--- config.mk ---
export PLATFORM = sky130hd
export DESIGN_NAME = imm_gen_pipe
export DESIGN_NICKNAME = d
export VERILOG_FILES = /design/src/rtl/imm_gen_pipe.sv
export SDC_FILE = /design/constraint.sdc
export NUM_CORES = 1
export LEC_CHECK = 0
export BUFFER_PORTS_ARGS = -buffer_cell sky130_fd_sc_hd__buf_2
export CAP_MARGIN = 10
export CORE_UTILIZATION = 49
export DETAILED_ROUTE_END_ITERATION = 8
export GPL_TIMING_DRIVEN = 0
export PLACE_DENSITY = 0.76
export SLEW_MARGIN = 20
export SYNTH_ARGS = -nofsm -noshare
export SYNTH_HDL_FRONTEND = slang
export SYNTH_SLANG_ARGS = --single-unit
--- constraint.sdc ---
create_clock -name clk -period 1.9 [get_ports clk]
set_input_delay 0.38 -clock clk [delete_from_list [all_inputs] [get_ports clk]]
set_output_delay 0.38 -clock clk [all_outputs]
set_load 0.01 [all_outputs]
--- src/rtl/imm_gen_pipe.sv ---
// Pipelined immediate extender: decodes the format (auto or explicit), builds the
// XLEN-wide immediate at input and stages it through a 2-entry skid FIFO.
// Optional macro IMM_SHAMT_TYPE_EN enables the SH (shift amount) format, code 5.
module imm_gen_pipe #(
    parameter int XLEN      = 32,
    parameter bit AUTO_TYPE = 1'b1,
    parameter int TAG_W     = 5
) (
    input  logic             clk,
    input  logic             rst,
    input  logic             in_valid,
    output logic             in_ready,
    input  logic [31:0]      in_instr,
    input  logic [2:0]       in_imm_type,
    input  logic [TAG_W-1:0] in_tag,
    output logic             out_valid,
    input  logic             out_ready,
    output logic [XLEN-1:0]  out_imm,
    output logic [2:0]       out_type,
    output logic             out_illegal,
    output logic [TAG_W-1:0] out_tag
);

    localparam logic [2:0] T_I   = 3'd0;
    localparam logic [2:0] T_B   = 3'd1;
    localparam logic [2:0] T_S   = 3'd2;
    localparam logic [2:0] T_U   = 3'd3;
    localparam logic [2:0] T_J   = 3'd4;
    localparam logic [2:0] T_SH  = 3'd5;
    localparam logic [2:0] T_BAD = 3'd7;
    localparam int EW = XLEN + 3 + 1 + TAG_W;

    function automatic logic [2:0] decode_type(input logic [31:0] instr);
        logic [2:0] t;
        case (instr[6:0])
            7'b0010011: begin
`ifdef IMM_SHAMT_TYPE_EN
                if ((instr[14:12] == 3'b001) || (instr[14:12] == 3'b101)) begin
                    t = T_SH;
                end else begin
                    t = T_I;
                end
`else
                t = T_I;
`endif
            end
            7'b0000011, 7'b1100111, 7'b1110011: t = T_I;
            7'b0100011:                         t = T_S;
            7'b1100011:                         t = T_B;
            7'b0110111, 7'b0010111:             t = T_U;
            7'b1101111:                         t = T_J;
            default:                            t = T_BAD;
        endcase
        return t;
    endfunction

    function automatic logic type_illegal(input logic [2:0] t);
        logic ill;
        case (t)
            T_I, T_B, T_S, T_U, T_J: ill = 1'b0;
`ifdef IMM_SHAMT_TYPE_EN
            T_SH:                    ill = 1'b0;
`endif
            default:                 ill = 1'b1;
        endcase
        return ill;
    endfunction

    // Every sign-extended format is first built as a signed 32-bit value, then widened.
    function automatic logic [XLEN-1:0] extend_imm(input logic [31:0] instr, input logic [2:0] t);
        logic signed [31:0] v;
        logic [XLEN-1:0]    r;
        v = 32'sd0;
        r = {XLEN{1'b1}};
        case (t)
            T_I: begin
                v = {{20{instr[31]}}, instr[31:20]};
                r = XLEN'(v);
            end
            T_S: begin
                v = {{20{instr[31]}}, instr[31:25], instr[11:7]};
                r = XLEN'(v);
            end
            T_B: begin
                v = {{19{instr[31]}}, instr[31], instr[7], instr[30:25], instr[11:8], 1'b0};
                r = XLEN'(v);
            end
            T_U: begin
                v = {instr[31:12], 12'b0};
                r = XLEN'(v);
            end
            T_J: begin
                v = {{11{instr[31]}}, instr[31], instr[19:12], instr[20], instr[30:21], 1'b0};
                r = XLEN'(v);
            end
`ifdef IMM_SHAMT_TYPE_EN
            T_SH: begin
                if (XLEN == 32) begin
                    r = XLEN'({27'd0, instr[24:20]});
                end else begin
                    r = XLEN'({26'd0, instr[25:20]});
                end
            end
`endif
            default: r = {XLEN{1'b1}};
        endcase
        return r;
    endfunction

    logic [2:0]      res_type_s;
    logic            res_ill_s;
    logic [XLEN-1:0] res_imm_s;
    logic [EW-1:0]   new_s;
    logic [EW-1:0]   head_r;
    logic [EW-1:0]   tail_r;
    logic [1:0]      count_r;
    logic [1:0]      count_nx_s;
    logic            in_ready_r;
    logic            out_valid_r;
    logic            push_s;
    logic            pop_s;

    // Resolve format and build the stored entry from the incoming instruction.
    always_comb begin
        res_type_s = 3'd0;
        if (AUTO_TYPE) begin
            res_type_s = decode_type(in_instr);
        end else begin
            res_type_s = in_imm_type;
        end
        res_ill_s = type_illegal(res_type_s);
        res_imm_s = extend_imm(in_instr, res_type_s);
        new_s     = {res_imm_s, res_type_s, res_ill_s, in_tag};
    end

    assign push_s = in_valid & in_ready_r;
    assign pop_s  = out_valid_r & out_ready;

    // Next occupancy; pop is only possible when non-empty, push only when not full.
    always_comb begin
        count_nx_s = count_r;
        case ({push_s, pop_s})
            2'b10:   count_nx_s = count_r + 2'd1;
            2'b01:   count_nx_s = count_r - 2'd1;
            default: count_nx_s = count_r;
        endcase
    end

    // FIFO storage: head feeds the outputs directly, tail holds the skid entry.
    always_ff @(posedge clk) begin
        if (rst) begin
            count_r     <= 2'd0;
            in_ready_r  <= 1'b1;
            out_valid_r <= 1'b0;
            head_r      <= {EW{1'b0}};
            tail_r      <= {EW{1'b0}};
        end else begin
            count_r     <= count_nx_s;
            in_ready_r  <= (count_nx_s < 2'd2);
            out_valid_r <= (count_nx_s != 2'd0);
            if (push_s && ((count_r == 2'd0) || (pop_s && (count_r == 2'd1)))) begin
                head_r <= new_s;
            end else if (pop_s && (count_r == 2'd2)) begin
                head_r <= tail_r;
            end
            if (push_s && !pop_s && (count_r == 2'd1)) begin
                tail_r <= new_s;
            end
        end
    end

    assign in_ready  = in_ready_r;
    assign out_valid = out_valid_r;
    assign {out_imm, out_type, out_illegal, out_tag} = head_r;

endmodule

# Yosys cells after proc, flatten, opt, wreduce, memory -nomap -nowiden

Cells that the tools add are included.

ROM bits: 0
Input port bits: 44
Output and inout port bits: 43
Latch bits: 0
Word-level logic and storage cells: 47
Bits in registers: 86
Memories kept: 0
RAM bits: 0

$mul: 0
$lt $le $gt $ge: 1
Reductions and logical operators: 14
Div/mod/pow operators: 0
Bitwise gates (word level): 2
Add/sub/neg operators: 2
Equality and inequality tests: 17
Muxes and demuxes: 6
Shift-type cells: 0

Operators with widths:

| kind                                               | number |
|---|---|
| case mux 32 bit (5 select lines)                   | 1 |
| two-way mux 41 bit                                 | 2 |
| == test 7 bit (second input constant)              | 4 |
| case mux 3 bit (5 select lines)                    | 1 |
| == test 7 x 5 -> 1 bit (second input constant)     | 2 |
| == test 7 x 6 -> 1 bit (second input constant)     | 2 |
| == test 7 x 2 -> 1 bit (second input constant)     | 1 |
| == test 3 x 2 -> 1 bit (second input constant)     | 2 |
| logical AND 1 bit                                  | 5 |
| OR reduction 5 bit                                 | 1 |
| == test 2 x 1 -> 1 bit (second input constant)     | 2 |
| == test 2 bit (second input constant)              | 2 |
| case mux 2 bit (2 select lines)                    | 1 |
| nonzero test 2 bit                                 | 2 |
| OR reduction 4 bit                                 | 1 |
| == test 3 x 1 -> 1 bit (second input constant)     | 1 |
| == test 3 bit (second input constant)              | 1 |
| zero test 3 bit                                    | 1 |
| adder 2 x 1 -> 2 bit (second input constant)       | 1 |
| AND 1 bit                                          | 2 |
| zero test 2 bit                                    | 1 |
| less-than comparator 2 bit (second input constant) | 1 |
| OR reduction 2 bit                                 | 1 |
| subtractor 2 x 1 -> 2 bit (second input constant)  | 1 |
| 3 further kinds                                    | 3 |

# Depth between registers and ports, before layout

Gate-level depths: netlist of run 1.

Depth after elaboration: 7
Depth in mapped cells: 9
Mapped depth without buffers: 7

# Worst setup path after synthesis of run 1

Ideal clock, no wire load.

Path kind: register to register
Start point: reg count_r[1]
End point: reg head_r[30]
Clock period less this slack: 1.775 ns
Slack: 0.125 ns
Stages on the path, launching flop included: 10
Path buffers: 2
Data required time: 1.750 ns
Setup time: 0.150 ns
Arrival: 1.625 ns
Path through: dfxtp_1 inv_1 ha_1 a31oi_1 or2_1 buf_2 a211oi_2 and2_4 buf_6 a221oi_2

Cells in the longest elaborated chain, start to end: 5
Elaborated cells on any way between the ends: 9
Those cells by class: 2 x eq/ne; 1 x mux; 6 x reduce/logical

Ends and longest elaborated chain:

| what                                                     | RTL line | source |
|---|---|---|
| start: declaration                                       | 116      | `logic [1:0] count_r;` |
| start signal: assignment                                 | 158      | `count_r <= count_nx_s;` |
| == test 2 x 1 -> 1 bit                                   | 161      | `if (push_s && ((count_r == 2'd0) \|\| (pop_s && (count_r == 2'd1)))) begin` |
| logical AND 1 bit                                        | 161      |  |
| logical OR 1 bit                                         | 161      |  |
| logical AND 1 bit                                        | 161      |  |
| two-way mux 41 bit or nonzero test 2 bit (tied branches) | --       |  |
| end signal: assignment                                   | 155      | `head_r <= {EW{1'b0}};` |
| end signal: assignment                                   | 162      | `head_r <= new_s;` |
| end signal: assignment                                   | 164      | `head_r <= tail_r;` |
| end: declaration                                         | 114      | `logic [EW-1:0] head_r;` |

Several ways; a longest one is shown, not always the timed one.
A chain may end at the register's enable or synchronous reset.

# Worst setup path in the final report of run 1

Same ends and word-level chain as after synthesis.

==> flow_summary.yaml, run 1 <==
status:
  status: "completed"
drt:
  viasPerCell: 5.91
  drc_errors: 0
  first_iter_violations: 206
  wl_per_cell_um: 17.4
  postRouteAntennaNets: 0
  firstDrtPassIters: 5
  drt-total-wl_um: 11000
  via_count: 3753
power:
  ir_drop_v: 0.000734
  total_leakage_power_nw: 1.85
  power_density_mw_per_mm2: 1140
global_route:
  grt_pass1_wl_um: 17600
  antenna_found_initial: 0
  track_usage_pct: 26.5
  gr-total-overflow: 0
  grt_pass1_vias: 3562
  grt_max_degree: 17
floorplanning:
  initial_core_util_pct: 51.0
  fp.dieH_um: 92.2
  core_sq_mm: 0.00781
  dieArea_sq_mm: 0.00850
  fp-row-count: 32
  fp.dieW_um: 92.2
  io_pins: 87
critical_path:
  reg2reg_slack_ps: 40
  critPathRequiredTime_ps: 2120
  r2r-start: "count_r[1]"
  rr_endpoint: "head_r[30]"
  path_class: "flip-flop to flip-flop"
  cp_max_fo: 6
  cp-startpoint: "count_r[1]"
  arrival_ps: 2070
  cp-start-kind: "flip-flop"
  critPathCaptureType: "flip-flop"
  cp-endpoint: "head_r[30]"
  rr_worst_depth: 9
cells_and_area:
  drive_above_1_share_pct: 32.6
  fin_cells: 635
  nets: 577
  area_growth_pct: 23.5
  fillers: 683
  diodes: 0
sta:
  skew_ps: 10.8
  rsz0062_at_grt: "yes"
  post-route-period-util_pct: 97.7
  hold_violations: 0
  timing.fmax_mhz: 539
  relSlewSlack_pct: 48.6
  setup_viol: 0
  setup_ws_ps: 43.0
  tightestPinTransition_ps: 772
  hold_slack_ps: 232
  min_period_ps: 1860
  slew_violations: 0
clock_network:
  clockBufferDepth: 2
  cts_tree: "done"
  cts_buffers: 9
  clkSlewWorstSetupHoldPaths_ps: 90
  clk_latency_ps: 370
  cts_root_buffer: "clkbuf_8"
  clkSinkCount: 86
  htreeDepth: 3
synth:
  synth-main-ff-cell: "dfxtp_1"
  post_synth_num_cell_types: 48
  synth_nets: 477
  synth_largest_area_cell: "dfxtp_1"
  avgSynthCellArea_sq_um: 9.31
  synth_top_family_by_area: "compound AO/OA/AOI/OAI gates"
  synth_xor_xnor_area_share_pct: 0.440
  synthCells: 428
  synth-adder-area-share_pct: 1.57
  synth_seq_area_share_pct: 43.2
  ys_seq_elements: 86
  synth_edf_count: 0
  ys_warn_count: 0
  yosysTopAreaCellShare_pct: 43.2
  synth_mux_area_share_pct: 7.79
  yosys.area_share.simple_pct: 16.2
  syn_area_sq_mm: 0.00399
  synth.area.top_cells: "dfxtp_1 (43%), mux2i_1 (7.8%), nand2_1 (6.3%)"
  synth-compound-area-share_pct: 25.7
  async_reset_ff_share_pct: 0
placement:
  pre_cts_ws_ps: -332
  port_buffers: 83
  hpwl_um: 7830
  routabilityCongestion: 0.894
  place_inst: 613
hold_path:
  hold_class: "primary input to flip-flop"
flow_run:
  drv_cap: 0
==> per-stage QoR <==
step / power [mW] / TNS, ps / utilization (%) / instance area [sq um]
2_1_floorplan: 3.47 / 0 / - / 3990
3_3_place_gp: 4.00 / -10900 / 58.0 / 4530
3_5_place_dp: 4.06 / -12610 / 58.0 / 4530
4_1_cts: 5.55 / 0 / 62.0 / 4840
5_1_grt: 5.89 / -385 / 63.1 / 4920
6_report: 5.62 / 0 / 63.1 / 4920
==> kinds of logic after synthesis <==
group                    Yosys count
adder cells (fa/ha/maj)            5
XOR/XNOR                           2
flip-flops                        86
multiplexers                      31
AND/OR/NAND/NOR                  146
buffers and inverters             43
AO/OA/AOI/OAI                    115
==> report_power, final <==
part | switching, mW | internal (mW) | leakage (nW)
combinational | 0.966 | 0.762 | 1.03
sequential | 0.221 | 2.20 | 0.707
clock | 0.715 | 0.759 | 0.112
total | 1.90 | 3.72 | 1.85
==> routing by layer <==
layer	GRT usage [%]	share of wire, %	vias up
li1	-	-	1771
met2	44.2	48	142
met5	0	0	-
met4	10.4	2.4	0
met3	4.98	5.8	23
met1	33.7	43	1817
==> cell usage after synthesis (2+ instances only) <==
cell       n
nand2b_1   4
mux2i_1   31
a311oi_1  10
buf_2     10
nor2_1    48
a221oi_2  10
buf_1      2
nand2_1   67
clkbuf_1  18
o211ai_1   2
a21oi_1   13
a221oi_1  21
and3_1     5
a211oi_2  11
ha_1       5
o21ai_0    2
a31oi_1    5
buf_6      3
nor3_1     4
nor2b_1    2
a22oi_1    2
and4b_1    2
a211oi_1  26
inv_1      9
dfxtp_1   86
and2_1     5
o31ai_1    3
xnor2_1    2
==> critical path, cell delays in order, from the launching register on <==
cell and delay, ps:
dfxtp_2 330, inv_2 80, ha_4 150, a31oi_2 90, or2_1 250, buf_6 140
a211oi_4 210, and2_4 250, clkbuf_16 160, a221oi_2 60
==> how the worst min path moves through the flow <==
stage | slack (ps) | cells past startpoint | endpoint | start
3_5_place_dp | 450 | 2 | tail_r[6] | tail_r[6]
3_3_place_gp | 440 | 2 | tail_r[2] | tail_r[2]
2_1_floorplan | 440 | 2 | tail_r[0] | tail_r[0]
5_1_grt | 240 | 2 | count_r[0] | rst
6_report | 230 | 2 | count_r[0] | rst
4_1_cts | 220 | 2 | count_r[0] | rst
==> final cells by class <==
type | instances | area, sq um | share of cell area, %
inverters | 9 | 33.8 | 0.686
clock buffers | 9 | 124 | 2.52
plain buffers | 34 | 206 | 4.19
repair buffers | 89 | 478 | 9.71
well taps | 102 | 128 | 2.59
clock inverters | 7 | 105 | 2.13
flip-flops and latches | 86 | 1730 | 35.1
multi-input cells | 299 | 2120 | 43.1
==> sequential cells by signal, indices dropped and copies added (netlist names) <==
name,cells
out_valid,1
head_r,41
tail_r,41
in_ready,1
count_r,2
==> placed cells by master, fill, tap and decap left out, types with 2 or more instances in the layout <==
cell type,n
buf_6,3
a221oi_2,12
nor2b_1,2
a211oi_1,26
xnor2_1,2
nor3_1,4
bufinv_16,2
a211oi_4,2
dfxtp_1,84
nand2_2,2
o31ai_1,3
nand2b_1,4
and3_1,5
buf_4,9
inv_1,7
and2_1,4
clkbuf_4,2
nor2_1,45
mux2i_1,31
a211oi_2,10
o211ai_1,2
inv_2,2
a22oi_1,2
a21oi_1,13
buf_2,91
clkbuf_2,6
and2_4,2
clkbuf_1,10
clkbuf_8,9
and4b_1,2
a221oi_1,19
o21ai_0,2
nor2_2,2
nand2_1,66
clkinv_4,2
nor2_4,2
a311oi_1,10
a31oi_1,4
ha_1,3
==> repair_timing <==
action / in CTS / in global routing
pin swaps: 3 / 3
setup buffers: 4 / 1
endpoints found under the hold margin: 0 / 0
gates cloned: 0 / 1
hold buffers: 0 / 0
setup endpoints to repair: 67 / 51
resized for setup: 20 / 22
(Power assumes the default switching activity.)
==> inputs of run 2 (changes only) <==
CORE_UTILIZATION = 45   (was 49)
PLACE_DENSITY = 0.71   (was 0.76)
RECOVER_POWER = 25   (was not set)
==> run 2 against run 1 <==
Worst hold slack improved by 6.6 ps. Sequential share of layout area grew 0.26 points. First-iteration DRC count is 12% higher. Sequential power barely moved. Non-clock buffer count decreased by 1. Worst setup slack better by 29 ps. Global-route usage shrank 2.1 points. Fmax rose by 1.6%. Clock skew down 3.4 ps. Utilization fell by 4.8 points. Combinational power about the same. Critical path depth unchanged. Highest routed layer unchanged.
==> flow_summary.yaml, run 2 (synthesis gave the netlist of run 1 again) <==
status:
  status: "completed"
critical_path:
  r2r-start: "count_r[0]"
  rr_worst_depth: 9
  cp_num_buf_inv: 4
  cp-start-kind: "flip-flop"
  cp_max_fo: 5
  critPathCaptureType: "flip-flop"
  critPathRequiredTime_ps: 2150
  arrival_ps: 2070
  worstPathCellList: "inv_1 > ha_1 > a31oi_2 > or2_1 > buf_6 > a211oi_4 > buf_4 > buf_4 > a221oi_1"
  crit_slowest_cell: "dfxtp_4"
  rr_endpoint: "head_r[9]"
  reg2reg_slack_ps: 70
  cp_common_cell: "buf_4"
  slowest_delay_ps: 380
  path_class: "flip-flop to flip-flop"
  critPathTopFamily: "compound AO/OA/AOI/OAI gates"
clock_network:
  cts_buffers: 9
  hold_buffers: 0
  htreeDepth: 3
  clk_latency_ps: 350
  cts_root_buffer: "clkbuf_8"
  clkSlewWorstSetupHoldPaths_ps: 90
  clockBufferDepth: 2
  clkSinkCount: 86
  cts_tree: "done"
drt:
  first_iter_violations: 230
  drt-total-wl_um: 10900
  wl_per_cell_um: 17.1
  drc_errors: 0
  via_count: 3697
  firstDrtPassIters: 4
  postRouteAntennaNets: 0
  viasPerCell: 5.80
sta:
  rsz0062_at_grt: "no"
  skew_ps: 7.43
  setup_ws_ps: 72.5
  slew_violations: 0
  post-route-period-util_pct: 96.2
  setup_viol: 0
  hold_slack_ps: 239
  relSlewSlack_pct: 50.3
  min_period_ps: 1830
  final.setup.tns_ps: 0
  timing.fmax_mhz: 547
  tightestPinTransition_ps: 746
  hold_violations: 0
placement:
  routabilityCongestion: 0.842
  port_buffers: 83
  hpwl_um: 7830
  pre_cts_ws_ps: -314
  placed_area_sq_mm: 0.00453
  place_inst: 616
cells_and_area:
  diodes: 0
  layout_commonest_cell: "dfxtp_1"
  drive_above_1_share_pct: 27.3
  reg_top3: "head_r x41, tail_r x41, count_r x2"
  nets: 576
  fillers: 764
  design_area_sq_mm: 0.00488
  mostFrequentLayoutCells: "dfxtp_1 (85), nand2_1 (66), buf_2 (58)"
  area_growth_pct: 22.5
  fin_cells: 637
  utilization_pct: 58.3
floorplanning:
  fp.dieH_um: 96.1
  initial_core_util_pct: 47.5
  core_sq_mm: 0.00838
  fp-row-count: 33
  io_pins: 87
  fp.dieW_um: 96.1
  dieArea_sq_mm: 0.00924
global_route:
  grt_pass1_wl_um: 17100
  antenna_found_initial: 0
  gr-total-overflow: 0
  track_usage_pct: 24.4
  grt_max_degree: 17
  grt_pass1_vias: 3455
hold_path:
  hold_class: "primary input to flip-flop"
  hold_depth: 2
  hp-start: "rst"
  hold_end: "count_r[0]"
power:
  power_density_mw_per_mm2: 1130
  ir_drop_v: 0.000487
  p_total_mw: 5.50
  total_leakage_power_nw: 1.74
flow_run:
  drv_cap: 0
==> run 2: cell count changes in the layout (fill, tap and decap cells not counted), moves of 2 or more <==
cell      previous run  this run
a221oi_1            19        15
a221oi_2            12        16
buf_2               91        58
clkbuf_1            10        41
clkinv_4             2         0
inv_6                1         3
==> run 2: worst reg2reg max path, delay by kind of cell (launching register included) <==
| kind | cells | cell delay, ps |
|---|---|---|
| DFF | 1 | 380 |
| and+or+nand+nor | 1 | 140 |
| AOI/OAI and AO/OA | 3 | 530 |
| buffers and inverters | 4 | 490 |
| adders and majority gates | 1 | 200 |
==> run 2: per-layer routing <==
layer  global-route usage [%]  vias up  part of all wire, %
met4                     6.59        0                 0.95
met1                     32.9     1796                   44
met5                        0        -                    0
met3                     4.82       10                  6.3
met2                     39.6      123                   48
li1                         -     1768                    -
==> run 2: repair_timing <==
action                     CTS  global route
gates resized for setup     18            25
setup endpoints to repair   75            69
pin swaps                    3             2
buffers inserted             4             2
hold endpoints to repair     0             0
==> run 2: area by class of cell <==
cell class | count | area, sq um | area share, %
tap | 105 | 131 | 2.69
multi-input combinational | 299 | 2150 | 44.1
clock buffer | 10 | 138 | 2.82
clock inverter | 6 | 75.1 | 1.54
buffer | 33 | 205 | 4.20
sequential | 86 | 1730 | 35.3
timing repair buffer | 89 | 422 | 8.63
inverter | 9 | 33.8 | 0.692
==> run 2: how the worst max path moves through the flow <==
stage | startpoint | endpoint | depth (start not counted)
6_report | count_r[0] | head_r[9] | 9
4_1_cts | count_r[0] | head_r[14] | 9
5_1_grt | in_ready | tail_r[37] | 8
2_1_floorplan | count_r[1] | head_r[30] | 9
3_5_place_dp | in_valid | tail_r[26] | 9
3_3_place_gp | in_valid | tail_r[34] | 9
==> run 2: where the power goes <==
group / leakage (nW) / internal, mW / switching, mW
logic: 0.924 / 0.723 / 0.984
registers: 0.706 / 2.20 / 0.219
clock network: 0.106 / 0.668 / 0.715
==> inputs of run 3 (changes only) <==
ABC_AREA = 1   (was not set)
PLACE_DENSITY = 0.7   (was 0.71)
==> run 3 against run 2 <==
Sequential power decreased by 2%. Utilization decreased by 3.4 points. Die area increased by 12%. Via count increased by 28%. Fmax increased by 1.5%. First-iteration DRC count increased by 61%. Critical endpoint is now head_r[5].
==> flow_summary.yaml, run 3 <==
status:
  status: "completed"
synth:
  avgSynthCellArea_sq_um: 6.54
  synth_largest_area_cell: "dfxtp_1"
  ys_seq_elements: 86
  synth_commonest_cells: "nand2_1 (149), dfxtp_1 (86), inv_1 (85)"
  ys_warn_count: 0
  post_synth_num_cell_types: 28
  syn_area_sq_mm: 0.00449
  synth_edf_count: 0
  synth.area.top_cells: "dfxtp_1 (38%), nand2_1 (12%), inv_1 (7.1%)"
  synthCells: 686
  synth_nets: 735
  yosysTopAreaCellShare_pct: 38.4
  synth_seq_area_share_pct: 38.4
  synth-main-ff-cell: "dfxtp_1"
  async_reset_ff_share_pct: 0
  synth.most_common_cell: "nand2_1"
placement:
  hpwl_um: 9440
  routabilityCongestion: 0.905
  pre_cts_ws_ps: -181
  port_buffers: 82
cells_and_area:
  mostFrequentLayoutCells: "nand2_1 (147), inv_1 (85), dfxtp_1 (85)"
  diodes: 0
  area_growth_pct: 18.9
  reg_top3: "head_r x41, tail_r x41, count_r x2"
  layout_commonest_cell: "nand2_1"
  fillers: 1007
  multiInputGateArea_sq_mm: 0.00224
  drive_above_1_share_pct: 16.0
  nets: 831
  utilization_pct: 54.8
  regArea_sq_mm: 0.00172
floorplanning:
  dieArea_sq_mm: 0.0104
  fp.dieW_um: 102
  initial_core_util_pct: 46.1
  fp.dieH_um: 102
  core_sq_mm: 0.00973
  io_pins: 87
  fp-row-count: 36
global_route:
  grt_pass1_wl_um: 20300
  gr-total-overflow: 0
  antenna_found_initial: 0
  grt_pass1_vias: 4263
  track_usage_pct: 25.5
  grt_max_degree: 17
clock_network:
  clk_latency_ps: 370
  clockBufferDepth: 2
  hold_buffers: 0
  cts_tree: "done"
  clkSinkCount: 86
  clkSlewWorstSetupHoldPaths_ps: 90
  htreeDepth: 3
  cts_buffers: 9
  cts_root_buffer: "clkbuf_8"
power:
  total_leakage_power_nw: 2.52
  ir_drop_v: 0.000631
  power_density_mw_per_mm2: 1100
sta:
  min_period_ps: 1800
  rsz0062_at_grt: "yes"
  setup_ws_ps: 99.5
  slew_violations: 0
  relSlewSlack_pct: 61.2
  skew_ps: 8.86
  tightestPinTransition_ps: 582
  timing.fmax_mhz: 555
  post-route-period-util_pct: 94.8
  hold_violations: 0
  setup_viol: 0
critical_path:
  critPathCaptureType: "flip-flop"
  cp_max_fo: 10
  critPathRequiredTime_ps: 2140
  slowest_delay_ps: 350
  crit_slowest_cell: "dfxtp_1"
  cp-start-kind: "flip-flop"
  crit_cells: 11
  path_class: "flip-flop to flip-flop"
  rr_worst_depth: 11
  cp_common_cell: "inv_1"
  critPathTopFamily: "buffers and inverters"
  arrival_ps: 2040
  worstPathCellList: "inv_1 > ha_1 > inv_1 > o21ai_1 > nand2_2 > clkinv_4 > nor2_4 > inv_2 > buf_4 > o211ai_1 > a21oi_1"
  cp_num_buf_inv: 5
drt:
  met3_wirelength_um: 773
  met2_wirelength_um: 5690
  first_iter_violations: 370
  highest-signal-layer: "met4"
  drc_errors: 0
  met1Wirelength_um: 5770
  firstDrtPassIters: 5
  postRouteAntennaNets: 0
  viasPerCell: 5.14
  via_count: 4732
  drt-total-wl_um: 12700
  wl_per_cell_um: 13.8
flow_run:
  drv_cap: 0
hold_path:
  hold_depth: 3
  hold_class: "primary input to flip-flop"
[run 3: cell types whose count changed in the layout (fill, tap and decap cells not counted), sizes merged, moves of 17 or more]
cell    before  now
a221oi      31    0
a21oi       13   46
o21ai        4   50
mux2i       31    0
nand2       68  156
a211oi      38    0
nand3        1   61
inv         13   95
a31oi        6   23
nor2        49   90
[run 3: timing repair]
item	in CTS	in global routing
endpoints found under the hold margin	0	0
setup buffers	1	4
setup endpoints to repair	20	54
pin swaps	1	3
gates resized for setup	6	17
[run 3: cell type report]
cell class              instances  area share, %
repair buffers                 87           7.95
clock inverters                 7           2.06
inverters                      96           6.85
plain buffers                  37           3.45
clock buffers                   9           2.32
multi-input cells             465           42.0
flip-flops and latches         86           32.3
well taps                     133           3.12
[run 3: cells by family after synthesis]
family / Yosys count / synth area share (%)
AO/OA/AOI/OAI: 143 / 17.9
AND/OR/NAND/NOR: 317 / 30.4
flip-flops: 86 / 38.4
buffers and inverters: 135 / 12.0
adder cells (fa/ha/maj): 5 / 1.39
[run 3: final timing paths]
path,start,end,slack [ps]
worst min register to register,head_r[20],head_r[20],470
worst max register to register,count_r[0],head_r[5],100
worst min-delay path,in_tag[1],tail_r[1],290
worst max-delay path,count_r[0],head_r[5],100
[run 3: per-layer routing]
layer	global-route usage [%]	vias to the layer above
li1	-	2396
met1	32.9	2149
met2	40.6	155
met3	4.79	32
met4	13.3	0
met5	0	-
[run 3: where the power goes]
group / switching, mW / internal, mW
clock network: 0.724 / 0.757
registers: 0.187 / 2.18
logic: 1.28 / 0.744
total: 2.19 / 3.68
[run 3: worst reg2reg max path: cells and delay by family (launching register included)]
family	cells	cell delay [ps]
AND/OR/NAND/NOR	2	260
flip-flops	1	350
adder cells (fa/ha/maj)	1	210
buffers and inverters	5	490
AO/OA/AOI/OAI	3	360
[run 3: metrics by stage]
step / total power [mW] / area [sq um] / instances / hold WS [ps] / TNS [ps]
global route: 6.26 / 5340 / 920 / 286 / -26.9
detailed placement: 4.32 / 5060 / 901 / 456 / -4580
CTS: 5.83 / 5320 / 918 / 283 / 0
global placement: 4.27 / 5060 / 901 / 450 / -2450
floorplan: 3.64 / 4490 / 686 / 456 / 0
finish: 5.87 / 5340 / 920 / 287 / 0
